--- config.mk ---
export PLATFORM = sky130hd
export DESIGN_NAME = fp_convert_pipe
export DESIGN_NICKNAME = d
export VERILOG_FILES = /design/src/rtl/fp_convert_pipe.sv
export SDC_FILE = /design/constraint.sdc
export NUM_CORES = 1
export LEC_CHECK = 0
export CAP_MARGIN = 10
export CELL_PAD_IN_SITES_DETAIL_PLACEMENT = 0
export CELL_PAD_IN_SITES_GLOBAL_PLACEMENT = 1
export CORE_AREA = 3 3 90 92
export CTS_BUF_LIST = sky130_fd_sc_hd__clkbuf_8
export DETAILED_ROUTE_END_ITERATION = 8
export DIE_AREA = 0 0 93 95
export DONT_BUFFER_PORTS = 1
export MAX_ROUTING_LAYER = met4
export PLACE_DENSITY = 0.8
export SETUP_SLACK_MARGIN = 0.1
export SLEW_MARGIN = 20
export SYNTH_ARGS = -nofsm -noshare
export SYNTH_HDL_FRONTEND = slang
export SYNTH_SLANG_ARGS = --single-unit
--- constraint.sdc ---
create_clock -name clk -period 11.3 [get_ports clk]
set_clock_uncertainty 0.1 [all_clocks]
set_input_delay 0.565 -clock clk [delete_from_list [all_inputs] [get_ports clk]]
set_output_delay 0.565 -clock clk [all_outputs]
set_load 0.05 [all_outputs]
--- src/rtl/fp_convert_pipe.sv ---
// Three-stage pipelined two's-complement to sign/exponent/significand converter
// with valid/ready flow control, saturation and a sticky saturation counter.
module fp_convert_pipe #(
  parameter int unsigned IN_W  = 12,
  parameter int unsigned EXP_W = 3,
  parameter int unsigned MAN_W = 4,
  parameter int unsigned CNT_W = 8
) (
  input  logic             clk,
  input  logic             rst_n,
  input  logic             in_valid,
  output logic             in_ready,
  input  logic [IN_W-1:0]  in_data,
  input  logic [1:0]       in_rnd,
  output logic             out_valid,
  input  logic             out_ready,
  output logic             out_sign,
  output logic [EXP_W-1:0] out_exp,
  output logic [MAN_W-1:0] out_man,
  output logic             out_sat,
  output logic [CNT_W-1:0] sat_count
);

  // Internal exponent width: wide enough for the pre-clamp exponent plus one.
  localparam int unsigned EW   = $clog2(IN_W) + EXP_W + 1;
  localparam int unsigned EMAX = (1 << EXP_W) - 1;

  logic             v1_q, v2_q;
  logic             sign1_q, sign2_q;
  logic [IN_W-1:0]  mag1_q;
  logic [1:0]       rnd1_q, rnd2_q;
  logic [EW-1:0]    e2_q;
  logic [MAN_W-1:0] man2_q;
  logic             r2_q, s2_q;
  logic             ready1, ready2, ready3;

  logic [IN_W-1:0]  mag1_d;
  logic [EW-1:0]    p, e2_d;
  logic [IN_W-1:0]  shifted, rmask;
  logic [MAN_W-1:0] man2_d;
  logic             r2_d, s2_d;

  logic             inc;
  logic [MAN_W:0]   fsum;
  logic [EW-1:0]    e3;
  logic [MAN_W-1:0] f3;
  logic [EXP_W-1:0] exp_d;
  logic [MAN_W-1:0] man_d;
  logic             sat_d;

  // Ready ripples backwards so a full pipe stalls the producer in the same cycle.
  assign ready3   = ~out_valid | out_ready;
  assign ready2   = ~v2_q | ready3;
  assign ready1   = ~v1_q | ready2;
  assign in_ready = ready1;

  assign mag1_d = in_data[IN_W-1] ? IN_W'(-in_data) : in_data;

  always_ff @(posedge clk) begin
    if (!rst_n) begin
      v1_q    <= 1'b0;
      sign1_q <= 1'b0;
      mag1_q  <= '0;
      rnd1_q  <= '0;
    end else if (ready1) begin
      v1_q <= in_valid;
      if (in_valid) begin
        sign1_q <= in_data[IN_W-1];
        mag1_q  <= mag1_d;
        rnd1_q  <= in_rnd;
      end
    end
  end

  // Leading-one normalisation; round and sticky bits come from the discarded tail.
  always_comb begin
    p = '0;
    for (int i = 0; i < IN_W; i++) begin
      if (mag1_q[i]) p = EW'(i);
    end
    e2_d    = '0;
    man2_d  = mag1_q[MAN_W-1:0];
    r2_d    = 1'b0;
    s2_d    = 1'b0;
    shifted = mag1_q;
    rmask   = '0;
    if (|mag1_q[IN_W-1:MAN_W]) begin
      e2_d    = p - EW'(MAN_W - 1);
      shifted = mag1_q >> e2_d;
      man2_d  = shifted[MAN_W-1:0];
      rmask   = IN_W'(1) << (e2_d - EW'(1));
      r2_d    = |(mag1_q & rmask);
      s2_d    = |(mag1_q & (rmask - IN_W'(1)));
    end
  end

  always_ff @(posedge clk) begin
    if (!rst_n) begin
      v2_q    <= 1'b0;
      sign2_q <= 1'b0;
      rnd2_q  <= '0;
      e2_q    <= '0;
      man2_q  <= '0;
      r2_q    <= 1'b0;
      s2_q    <= 1'b0;
    end else if (ready2) begin
      v2_q <= v1_q;
      if (v1_q) begin
        sign2_q <= sign1_q;
        rnd2_q  <= rnd1_q;
        e2_q    <= e2_d;
        man2_q  <= man2_d;
        r2_q    <= r2_d;
        s2_q    <= s2_d;
      end
    end
  end

  // Rounding, renormalisation on carry-out, and clamp to the largest value.
  always_comb begin
    unique case (rnd2_q)
      2'b01:   inc = r2_q;
      2'b10:   inc = r2_q & (s2_q | man2_q[0]);
      default: inc = 1'b0;
    endcase
    fsum = {1'b0, man2_q} + (MAN_W + 1)'(inc);
    e3   = e2_q;
    f3   = fsum[MAN_W-1:0];
    if (fsum[MAN_W]) begin
      f3 = {1'b1, {(MAN_W - 1){1'b0}}};
      e3 = e2_q + EW'(1);
    end
    exp_d = EXP_W'(e3);
    man_d = f3;
    sat_d = 1'b0;
    if (e3 > EW'(EMAX)) begin
      exp_d = '1;
      man_d = '1;
      sat_d = 1'b1;
    end
  end

  always_ff @(posedge clk) begin
    if (!rst_n) begin
      out_valid <= 1'b0;
      out_sign  <= 1'b0;
      out_exp   <= '0;
      out_man   <= '0;
      out_sat   <= 1'b0;
    end else if (ready3) begin
      out_valid <= v2_q;
      if (v2_q) begin
        out_sign <= sign2_q;
        out_exp  <= exp_d;
        out_man  <= man_d;
        out_sat  <= sat_d;
      end
    end
  end

  always_ff @(posedge clk) begin
    if (!rst_n) begin
      sat_count <= '0;
    end else if (out_valid && out_ready && out_sat && !(&sat_count)) begin
      sat_count <= sat_count + CNT_W'(1);
    end
  end

endmodule

== Word-level counts from Yosys, hierarchy flattened ==
Cells that the tools add are included.
Word-level totals
  output and inout bits: 19
  bits of input ports: 18
  register bits: 52
  word-level logic and storage cells: 72
Operators by class
  multiplexer cells: 22
  shift operators: 2
  reduce and logical (&&, ||, !) cells: 11
  bitwise gates (word level): 10
  $add $sub $neg: 7
  order comparisons: 1
  equality and inequality tests: 2
Operators by type and width (number)
  $mux W8: 12
  $and A12 B12 Y12: 2
  $reduce_or A12 Y1: 2
  $add A8 B1 Y8 const B: 2
  $mux W12: 1
  $mux W4: 3
  $neg A12 Y12: 1
  $shl A1 B8 Y12 const A: 1
  $shr A12 B8 Y4: 1
  $sub A12 B1 Y12 const B: 1
  $gt A8 B3 Y1 const B: 1
  $reduce_and A8 Y1: 1
  $reduce_or A8 Y1: 1
  $sub A8 B1 Y8 const B: 1
  $sub A8 B2 Y8 const B: 1
  $reduce_and A2 Y1: 3
  $add A4 B1 Y5: 1
  $mux W1: 4
  $or A1 B1 Y1: 4
  $logic_and A1 B1 Y1: 3
  $mux W3: 1
  $not A1 Y1: 3
  $eq A2 B1 Y1 const B: 1
  $eq A2 B2 Y1 const B: 1
  3 further kinds: 3

== Depth between registers and ports, before layout ==
Gate-level depths: netlist (run 1).
  depth in word-level cells: 18
  depth in mapped cells: 18
  mapped depth without buffers: 16

== Least setup slack after synthesis (run 1) ==
No wires, ideal clock.
  path kind: reg-to-reg
  start: reg mag1_q[10]
  end: reg s2_q
  buffers on the path: 2
  arrival: 3.497 ns
  data required time: 11.076 ns
  clock period less this slack: 3.721 ns
  path slack: 7.579 ns
  stages on the path, launching flop included: 19
  cells stage by stage: dfxtp_1 buf_6 or4_4 buf_6 clkinv_4 nand2_2 ha_1 nand2b_1 nor2_1 nand2b_1 or2_2 ha_1 o21ai_0 a41oi_1 a221oi_1 o211ai_1 a2111o_1 a221oi_1 o21ai_1
Between the ends
  word-level cells in the longest chain between the ends: 9
Ends and longest elaborated chain
  start, declared: RTL line 30  | logic [IN_W-1:0] mag1_q;
  start signal, assigned: RTL line 69  | mag1_q <= mag1_d;
  $mux W8 (2 in a row): RTL line 79  | if (mag1_q[i]) p = EW'(i);
  $sub A8 B2 Y8: RTL line 88  | e2_d = p - EW'(MAN_W - 1);
  $sub A8 B1 Y8: RTL line 91  | rmask = IN_W'(1) << (e2_d - EW'(1));
  $shl A1 B8 Y12: RTL line 91
  $sub A12 B1 Y12: RTL line 93  | s2_d = |(mag1_q & (rmask - IN_W'(1)));
  $and A12 B12 Y12: RTL line 93
  $reduce_or A12 Y1: RTL line 93
  $mux W1 *: RTL line 87  | if (|mag1_q[IN_W-1:MAN_W]) begin
  end signal, assigned: RTL line 105  | s2_q <= 1'b0;
  end signal, assigned: RTL line 114  | s2_q <= s2_d;
  end, declared: RTL line 34  | logic r2_q, s2_q;
Every way passes the cells marked *; elsewhere a longest branch is shown, timed or not.
A chain may end at the register's enable or synchronous reset.

== Worst setup path after layout (run 1) ==
Ends and elaborated chain as after synthesis.

==> summary by stage, run 1 <==
Status
The run finished with clean final reports.

Placement
The wire-length estimate of the detail-placed layout is 5770 um. The number of buffers inserted by port buffering is 0. The congestion estimate from routability-driven global placement came to 0.887.

Die
The die boundary width is 93 um. The core region area is 0.00729 mm^2. The I/O pin count is 37. The starting utilization of the core area is 0.451. In this run the core area contains 31 standard-cell rows. The die is 95 um tall. The die area is 0.00884 mm^2.

Logic synthesis
The sequential share of the synthesized area is 0.310. By area, the combinational part of the netlist is dominated by simple AND/OR/NAND/NOR gates. Counting every instance in the synthesized netlist gives 410. The number of distinct library cell variants in the gate-level netlist after synthesis is 62. Counting flops with an async set or reset pin after synthesis yields a share of 0. The number of warnings reported in the yosys synthesis log is 0. The synthesized-area fraction occupied by ao, oa, aoi and oai cells is 0.235. The mean cell area of the mapped netlist is 8.03 um^2. The share of synthesized cell area in and, or, nand and nor gates is 0.242. The xor/xnor share of the synthesized area is 0.0582.

Synthesis produced a netlist with a net count of 442. The mux share of post-synthesis cell area is 0.0490. The count of state elements after synthesis is 51. The most used flip-flop cell after synthesis is sky130_fd_sc_hd__dfxtp_1.

The mapped netlist covers 0.00329 mm^2. The count of flip-flops with a built-in enable after synthesis is 0. The arithmetic-cell share of the synthesized area counting full adders, half adders and majority gates is 0.0532.

Clocking
The clock-pin slew reported for the worst setup and hold paths after clock tree synthesis is 0.10 ns. The number of instances resized during post-cts repair is 0. The post-CTS setup buffer count is 0. The hold-fix buffer count after cts is 0. The CTS tree is done. The H-tree was split into 2 levels. Counting every sink on the clock net gives 51. The number of buffers added by the clock tree synthesis step is 5. The largest buffer count on any clock path is 2. The buffer cell driving the clock tree root is sky130_fd_sc_hd__clkbuf_8. The latest clock arrival within the worst-skew pair is 0.31 ns.

Drt
The violation count after the first detailed-routing iteration is 131. The number of nets with antenna violations after detailed routing is 0. The via count is 2,826. After detailed routing, the total wire length is 7950 um. The post-detailed-route via-to-cell ratio is 5.72.

After detailed routing, the number of remaining DRC violations is 0. The average wire per standard cell is 16.1 um. The detailed-routing iteration count for the pre-antenna-repair pass is 5.

Critical path
In this design, the stage delay of the slowest critical-path cell is 0.64 ns. The critical path in this run is classified as flip-flop to flip-flop. STA classifies the critical path endpoint as a flip-flop. For the worst setup path, the data arrival time is 4.14 ns. The signal on the critical path passes through or4_4, clkinv_4, nand2_2, ha_1, nand2b_1, nor2_1, nand2b_1, or2_2, ha_1, o21ai_0, a41oi_1, a221oi_1, o211ai_1, a2111o_1, a221oi_1, o21ai_1. Along the worst path, the maximum fanout reaches 11. STA puts the critical path data required time at 11.39 ns. STA classifies the critical path startpoint as a flip-flop. Among all stages on the critical path, the largest delay is contributed by sky130_fd_sc_hd__or4_4.

Flow run
The reported max-cap violation count is 0.

STA
The final count of pins violating max slew was 0. The post-route minimum period is 4.05 ns. The number of hold violations in the final report is 0. Setup repair after global routing left no endpoint under its margin.

The ratio of final minimum period to clock period is 0.358. The normalized max-slew margin is 0.369. The number of failing setup endpoints in the final timing report is 0.

At the pin with the least slew margin, the transition time is 0.944 ns. The upper clock frequency limit is 0.247 GHz. The aggregate negative setup slack is 0 ns.

Final layout
The number of nets in the layout is 426. Of the cells placed in the final design, the portion with a size suffix greater than 1 is 0.0582. 0 antenna diodes ended up in the layout.

From synthesis to final layout, the design area changed by 3.76%.

Global route
The initial antenna violation count is 0. The via count of the first global-routing pass is 2,664. The largest net degree at the start of global routing is 55. The wire length of the first global-routing pass is 13,600 um. Summed over all layers, the global routing overflow is 0. The total routing usage reported by global routing is 0.196.

Power
Power comes to 0.456 mW. The leakage dissipation is 1.31 nW. The worst ir drop on vdd is 88.8 uV. For this design the ratio of total power to cell area is 134 mW/mm^2.

Worst hold path
The worst hold path belongs to the class input pin to flip-flop.
-- final timing paths --
path / from / endpoint / slack, ns / cells past startpoint
setup / recovery: mag1_q[10] / s2_q / 7.25 / 16
hold / removal: rst_n / sat_count[0] / 0.28 / 1
setup reg to reg: mag1_q[10] / s2_q / 7.25 / 16
hold reg to reg: sign1_q / sign1_q / 0.37 / 2
-- cell usage after synthesis (4+ instances only) --
| library cell | number | area, um^2 |
|---|---|---|
| sky130_fd_sc_hd__a211oi_1 | 4 | 30.0 |
| sky130_fd_sc_hd__a21boi_0 | 13 | 97.6 |
| sky130_fd_sc_hd__a21oi_1 | 17 | 85.1 |
| sky130_fd_sc_hd__a22oi_1 | 6 | 45.0 |
| sky130_fd_sc_hd__a31oi_1 | 5 | 31.3 |
| sky130_fd_sc_hd__and2_1 | 12 | 75.1 |
| sky130_fd_sc_hd__clkbuf_1 | 20 | 75.1 |
| sky130_fd_sc_hd__dfxtp_1 | 51 | 1020 |
| sky130_fd_sc_hd__ha_1 | 14 | 175 |
| sky130_fd_sc_hd__inv_1 | 11 | 41.3 |
| sky130_fd_sc_hd__mux2i_1 | 15 | 150 |
| sky130_fd_sc_hd__nand2_1 | 51 | 191 |
| sky130_fd_sc_hd__nand2b_1 | 8 | 50.1 |
| sky130_fd_sc_hd__nand3_1 | 10 | 50.1 |
| sky130_fd_sc_hd__nand4_1 | 6 | 37.5 |
| sky130_fd_sc_hd__nor2_1 | 26 | 97.6 |
| sky130_fd_sc_hd__nor2b_1 | 14 | 87.6 |
| sky130_fd_sc_hd__nor3_1 | 9 | 45.0 |
| sky130_fd_sc_hd__o211a_1 | 7 | 70.1 |
| sky130_fd_sc_hd__o211ai_1 | 4 | 30.0 |
| sky130_fd_sc_hd__o21ai_0 | 20 | 100 |
| sky130_fd_sc_hd__o21ai_1 | 4 | 20.0 |
| sky130_fd_sc_hd__o31ai_1 | 4 | 30.0 |
| sky130_fd_sc_hd__or3_1 | 4 | 25.0 |
| sky130_fd_sc_hd__xnor2_1 | 11 | 96.3 |
| sky130_fd_sc_hd__xor2_1 | 9 | 78.8 |
-- worst max-delay path: cells and delay by family, from the launching register on --
kind                       cells  cell delay [ns]
and+or+nand+nor                6             1.44
DFF                            1             0.43
AOI/OAI and AO/OA              7             1.24
adders and majority gates      2             0.61
buffers and inverters          1             0.12
-- metal layers --
layer	vias to the layer above	global-route usage	routed length [um]
met5	-	-	0
met4	0	0.0403	78
met3	7	0.0327	346
met2	60	0.313	3620
met1	1325	0.263	3900
li1	1434	-	-
-- layout by cell type (no fill, tap or decap), drive strengths merged, types with 5 or more instances in the layout --
cell | netlist | layout
dfxtp | 51 | 51
a21oi | 17 | 17
mux2i | 15 | 15
nand3 | 10 | 10
nor2 | 26 | 26
and2 | 12 | 12
nor3 | 9 | 9
xor2 | 9 | 9
nand2b | 8 | 8
a211oi | 5 | 5
o21ai | 24 | 24
inv | 14 | 15
clkbuf | 20 | 6
a21boi | 13 | 13
a31oi | 5 | 5
o211a | 7 | 7
ha | 14 | 14
nand2 | 52 | 52
nand4 | 6 | 6
nor2b | 14 | 14
a22oi | 6 | 6
xnor2 | 12 | 12
-- cell type report --
| cell class | count | area, um^2 |
|---|---|---|
| Inverter | 15 | 61.3 |
| Sequential cell | 51 | 1020 |
| Clock buffer | 6 | 82.6 |
| Tap cell | 99 | 124 |
| Multi-Input combinational cell | 319 | 2100 |
| Timing Repair Buffer | 2 | 15.0 |
| Fill cell | 769 | 3880 |
| Clock inverter | 2 | 13.8 |
-- sequential cells by signal, indices dropped and copies added (netlist names) --
| name | flops |
|---|---|
| man2_q | 4 |
| e2_q | 7 |
| v1_q | 1 |
| out_man | 4 |
| rnd1_q | 2 |
| mag1_q | 12 |
| out_sign | 1 |
| sat_count | 8 |
| r2_q | 1 |
| sign2_q | 1 |
| v2_q | 1 |
| s2_q | 1 |
| out_valid | 1 |
| out_exp | 3 |
| rnd2_q | 2 |
| sign1_q | 1 |
| out_sat | 1 |
-- logic make-up (layout without fill, tap and decap cells) --
group                    Yosys count  in the layout
adder cells (fa/ha/maj)           14             14
XOR/XNOR                          21             21
AND/OR/NAND/NOR                  159            159
AO/OA/AOI/OAI                    109            109
buffers and inverters             40             25
multiplexers                      16             16
flip-flops                        51             51
-- power by group --
group | switching [mW] | total [mW] | internal, mW
Clock | 0.0618 | 0.112 | 0.0502
Combinational | 0.0795 | 0.135 | 0.0550
Sequential | 0.0206 | 0.210 | 0.189
Total | 0.162 | 0.456 | 0.295
-- stage by stage --
stage	instances	utilization	setup WS, ns	area [um^2]	hold WS [ns]
2_1_floorplan	410	-	7.58	3290	0.337
3_3_place_gp	486	0.455	7.36	3320	0.357
3_5_place_dp	486	0.455	7.28	3320	0.366
4_1_cts	494	0.468	7.24	3410	0.270
5_1_grt	494	0.468	6.84	3410	0.268
6_report	494	0.468	7.25	3410	0.280
Power figures use the tool's default switching activity.
==> inputs of run 2 (changes only) <==
PLACE_DENSITY = 0.82   (was 0.8)
clock period = 3.7 ns   (was 11.3 ns; I/O delays follow)
==> run 2 against run 1 <==
Sequential power rose to 3.0 times the previous value. Non-clock buffer count up 26. Flip-flop and latch count unchanged. Fmax up 15%. Clock power rose to 3.1 times the previous value. First-iteration DRC count up 43%. Combinational power rose to 3.7 times the previous value. Sequential share of layout area down 2.3 points. Setup slack worse by 7.1 ns. Register-to-register slack worse by 7.1 ns.
==> summary by stage, run 2 (synthesized netlist as in run 1, its figures left out) <==
Final layout
The most common cell after layout, fill and taps aside is sky130_fd_sc_hd__nand2_1. The final design area excluding fillers is 0.00370 mm^2 (+8.3%). The area growth from synthesis to layout is 12.4%. The final cell utilization of the core is 0.507 (+0.0388). The count of filler cells inserted in the layout came to 732 (-4.8%). The share of cells above drive strength 1 is 0.119 (+0.0605). The top cell types in the final layout, fill and taps aside, are sky130_fd_sc_hd__nand2_1, sky130_fd_sc_hd__dfxtp_1, sky130_fd_sc_hd__nor2_1, sky130_fd_sc_hd__buf_4, sky130_fd_sc_hd__o21ai_0. The register containing the most flip-flops in the final layout is mag1_q. The multi-input logic area is 0.00214 mm^2 (+2.2%).

The final cell count without fillers is 520 (+5.3%). The number of nets in the layout is 452 (+6.1%). The flip-flop count of the largest register after layout is 12 (unchanged).

The number of diodes came to 0 (unchanged). The area occupied by registers is 0.00102 mm^2 (+0.12%). The largest registers in the layout are mag1_q x12, sat_count x8, e2_q x7.

Drt
The detailed-routing iteration count for the pre-antenna-repair pass is 4 (-1). The length of routed wiring on met1 is 3830 um (-1.8%). The average wire per standard cell was 15.9 um (-1.1%). The violation count after the first detailed-routing iteration is 187 (+43%). The total routed wirelength is 8280 um (+4.1%). The post-detailed-route via-to-cell ratio is 5.71 (-0.19%). The via count came to 2,969 (+5.1%).

Signal routing reaches up to met4. The met3 wire length is 408 um (+18%). The routed length on met2 is 3960 um (+9.3%).

The number of remaining DRC errors is 0 (unchanged). The number of nets with antenna violations after detailed routing is 0 (unchanged).

Placement
The post-placement setup slack is 0.0537 ns (-7.23 ns). The detailed-placement wirelength estimate was 5910 um (+2.4%). The weighted congestion at the end of routability-driven global placement is 0.899 (+1.4%).

The instance count after placement with tap cells included is 500 (+2.9%). The post-placement cell area is 0.00345 mm^2 (+3.9%). The number of buffers inserted by port buffering is 0 (unchanged).

Clocking
The buffer cell driving the clock tree root is sky130_fd_sc_hd__clkbuf_8. TritonCTS built the clock tree. The largest buffer count on any clock path is 2 (unchanged). The number of levels the H-tree was split into is 2 (unchanged). The total clock sinks is 51 (unchanged).

The latest clock arrival within the worst-skew pair is 0.31 ns (about the same). The number of buffers added by the clock tree synthesis step is 5 (unchanged). The clock-pin slew reported for the worst setup and hold paths after clock tree synthesis is 0.10 ns (about the same).

STA
The transition time of the tightest slew-check pin is 0.640 ns (-0.305 ns). The final count of pins violating max slew was 0 (unchanged). Setup repair after global routing could not meet its margin everywhere. The ratio of final minimum period to clock period is 0.949 (+0.591).

The number of hold violations in the final report is 0 (unchanged). The upper clock frequency limit is 0.285 GHz (+15%). The final worst hold slack is 0.0134 ns (-0.267 ns). The number of failing setup endpoints in the final timing report is 0 (unchanged).

The post-route worst setup slack is 0.189 ns (-7.06 ns). The aggregate negative setup slack came to 0 ns (unchanged). The normalized max-slew margin is 0.573 (+0.204). The post-route minimum period is 3.51 ns (-0.537 ns).

Critical path
STA classifies the critical path startpoint as a flip-flop. The required time reported for the critical path endpoint is 3.80 ns (-7.59 ns). The signal arrival time at the worst endpoint came to 3.62 ns (-0.52 ns). The startpoint of the most critical setup path is mag1_q[9]. The launch point of the worst reg-to-reg path is mag1_q[9]. The highest net fanout along the worst path is 6 (-5). The endpoint class of the critical path is a flip-flop. The type of the worst setup path is flip-flop to flip-flop.

Die
The die area was 0.00884 mm^2 (unchanged). The die outline height was 95 um (unchanged). The core region area was 0.00729 mm^2 (unchanged). The I/O pin count is 37 (unchanged). The die boundary width came to 93 um (unchanged). The number of standard-cell rows in the floorplan is 31 (unchanged). The starting utilization of the core area is 0.451 (unchanged).

Global route
The via count of the first global-routing pass was 2,869 (+7.7%). The wire length of the first global-routing pass was 13,800 um (+2.1%). The largest net degree at the start of global routing came to 54 (-1.8%). The overall overflow remaining after global route came to 0 (unchanged).

The initial antenna violation count is 0 (unchanged). The total routing usage reported by global routing is 0.198 (+0.00207).

Worst hold path
The worst min-delay path category is input pin to flip-flop. In this run the most critical hold path is launched from in_data[11].

Power
The leakage dissipation is 1.45 nW (+10%). The total power density per cell area is 397 mW/mm^2 (+200%). The final total power was 1.47 mW (+220%). The worst ir drop on vdd was 185 uV (+110%).

Flow run
The reported max-cap violation count is 0 (unchanged).

Status
The flow ran to the end, and the final reports show no timing, DRC or antenna violations.
run 2: metal layers:
layer  GRT usage  vias to the layer above
met5           -                        -
met4      0.0366                        0
met3      0.0438                        8
met2       0.328                       72
met1       0.252                     1400
li1            -                     1489
run 2: power breakdown:
part | switching, mW | internal, mW | total (mW)
combinational | 0.286 | 0.210 | 0.496
sequential | 0.0496 | 0.578 | 0.628
clock | 0.192 | 0.153 | 0.345
run 2: critical path: stages, from the launching register on:
cell and delay (ns):
sky130_fd_sc_hd__dfxtp_1 0.32, sky130_fd_sc_hd__or4_4 0.59, sky130_fd_sc_hd__clkinv_8 0.08, sky130_fd_sc_hd__nand2_8 0.05, sky130_fd_sc_hd__ha_1 0.31, sky130_fd_sc_hd__nand2b_1 0.09, sky130_fd_sc_hd__nor2_2 0.11, sky130_fd_sc_hd__nand2b_1 0.08
sky130_fd_sc_hd__or2_2 0.28, sky130_fd_sc_hd__ha_2 0.23, sky130_fd_sc_hd__o21ai_2 0.09, sky130_fd_sc_hd__a41oi_2 0.15, sky130_fd_sc_hd__a221oi_2 0.21, sky130_fd_sc_hd__o211ai_1 0.13, sky130_fd_sc_hd__a2111o_1 0.32, sky130_fd_sc_hd__a221oi_2 0.17
sky130_fd_sc_hd__o21ai_1 0.09
run 2: worst paths after layout:
path	endpoint	slack, ns	cells after the start
setup / recovery	s2_q	0.19	16
hold / removal	mag1_q[1]	0.01	2
setup reg to reg	s2_q	0.19	16
hold reg to reg	rnd2_q[0]	0.37	2
run 2: cell type report:
type,instances,area share
inverter,15,0.0186
clock inverter,2,0.00440
clock buffer,6,0.0223
tap,99,0.0335
sequential,51,0.276
multi-input combinational,319,0.580
timing repair buffer,28,0.0650
run 2: what timing repair did:
item | in CTS | in global routing
endpoints found under the setup margin | 1 | 2
pin swaps | 1 | 2
gates resized for setup | 2 | 5
hold endpoints to repair | 51 | 0
hold buffers | 8 | 0
buffers inserted | 3 | 1
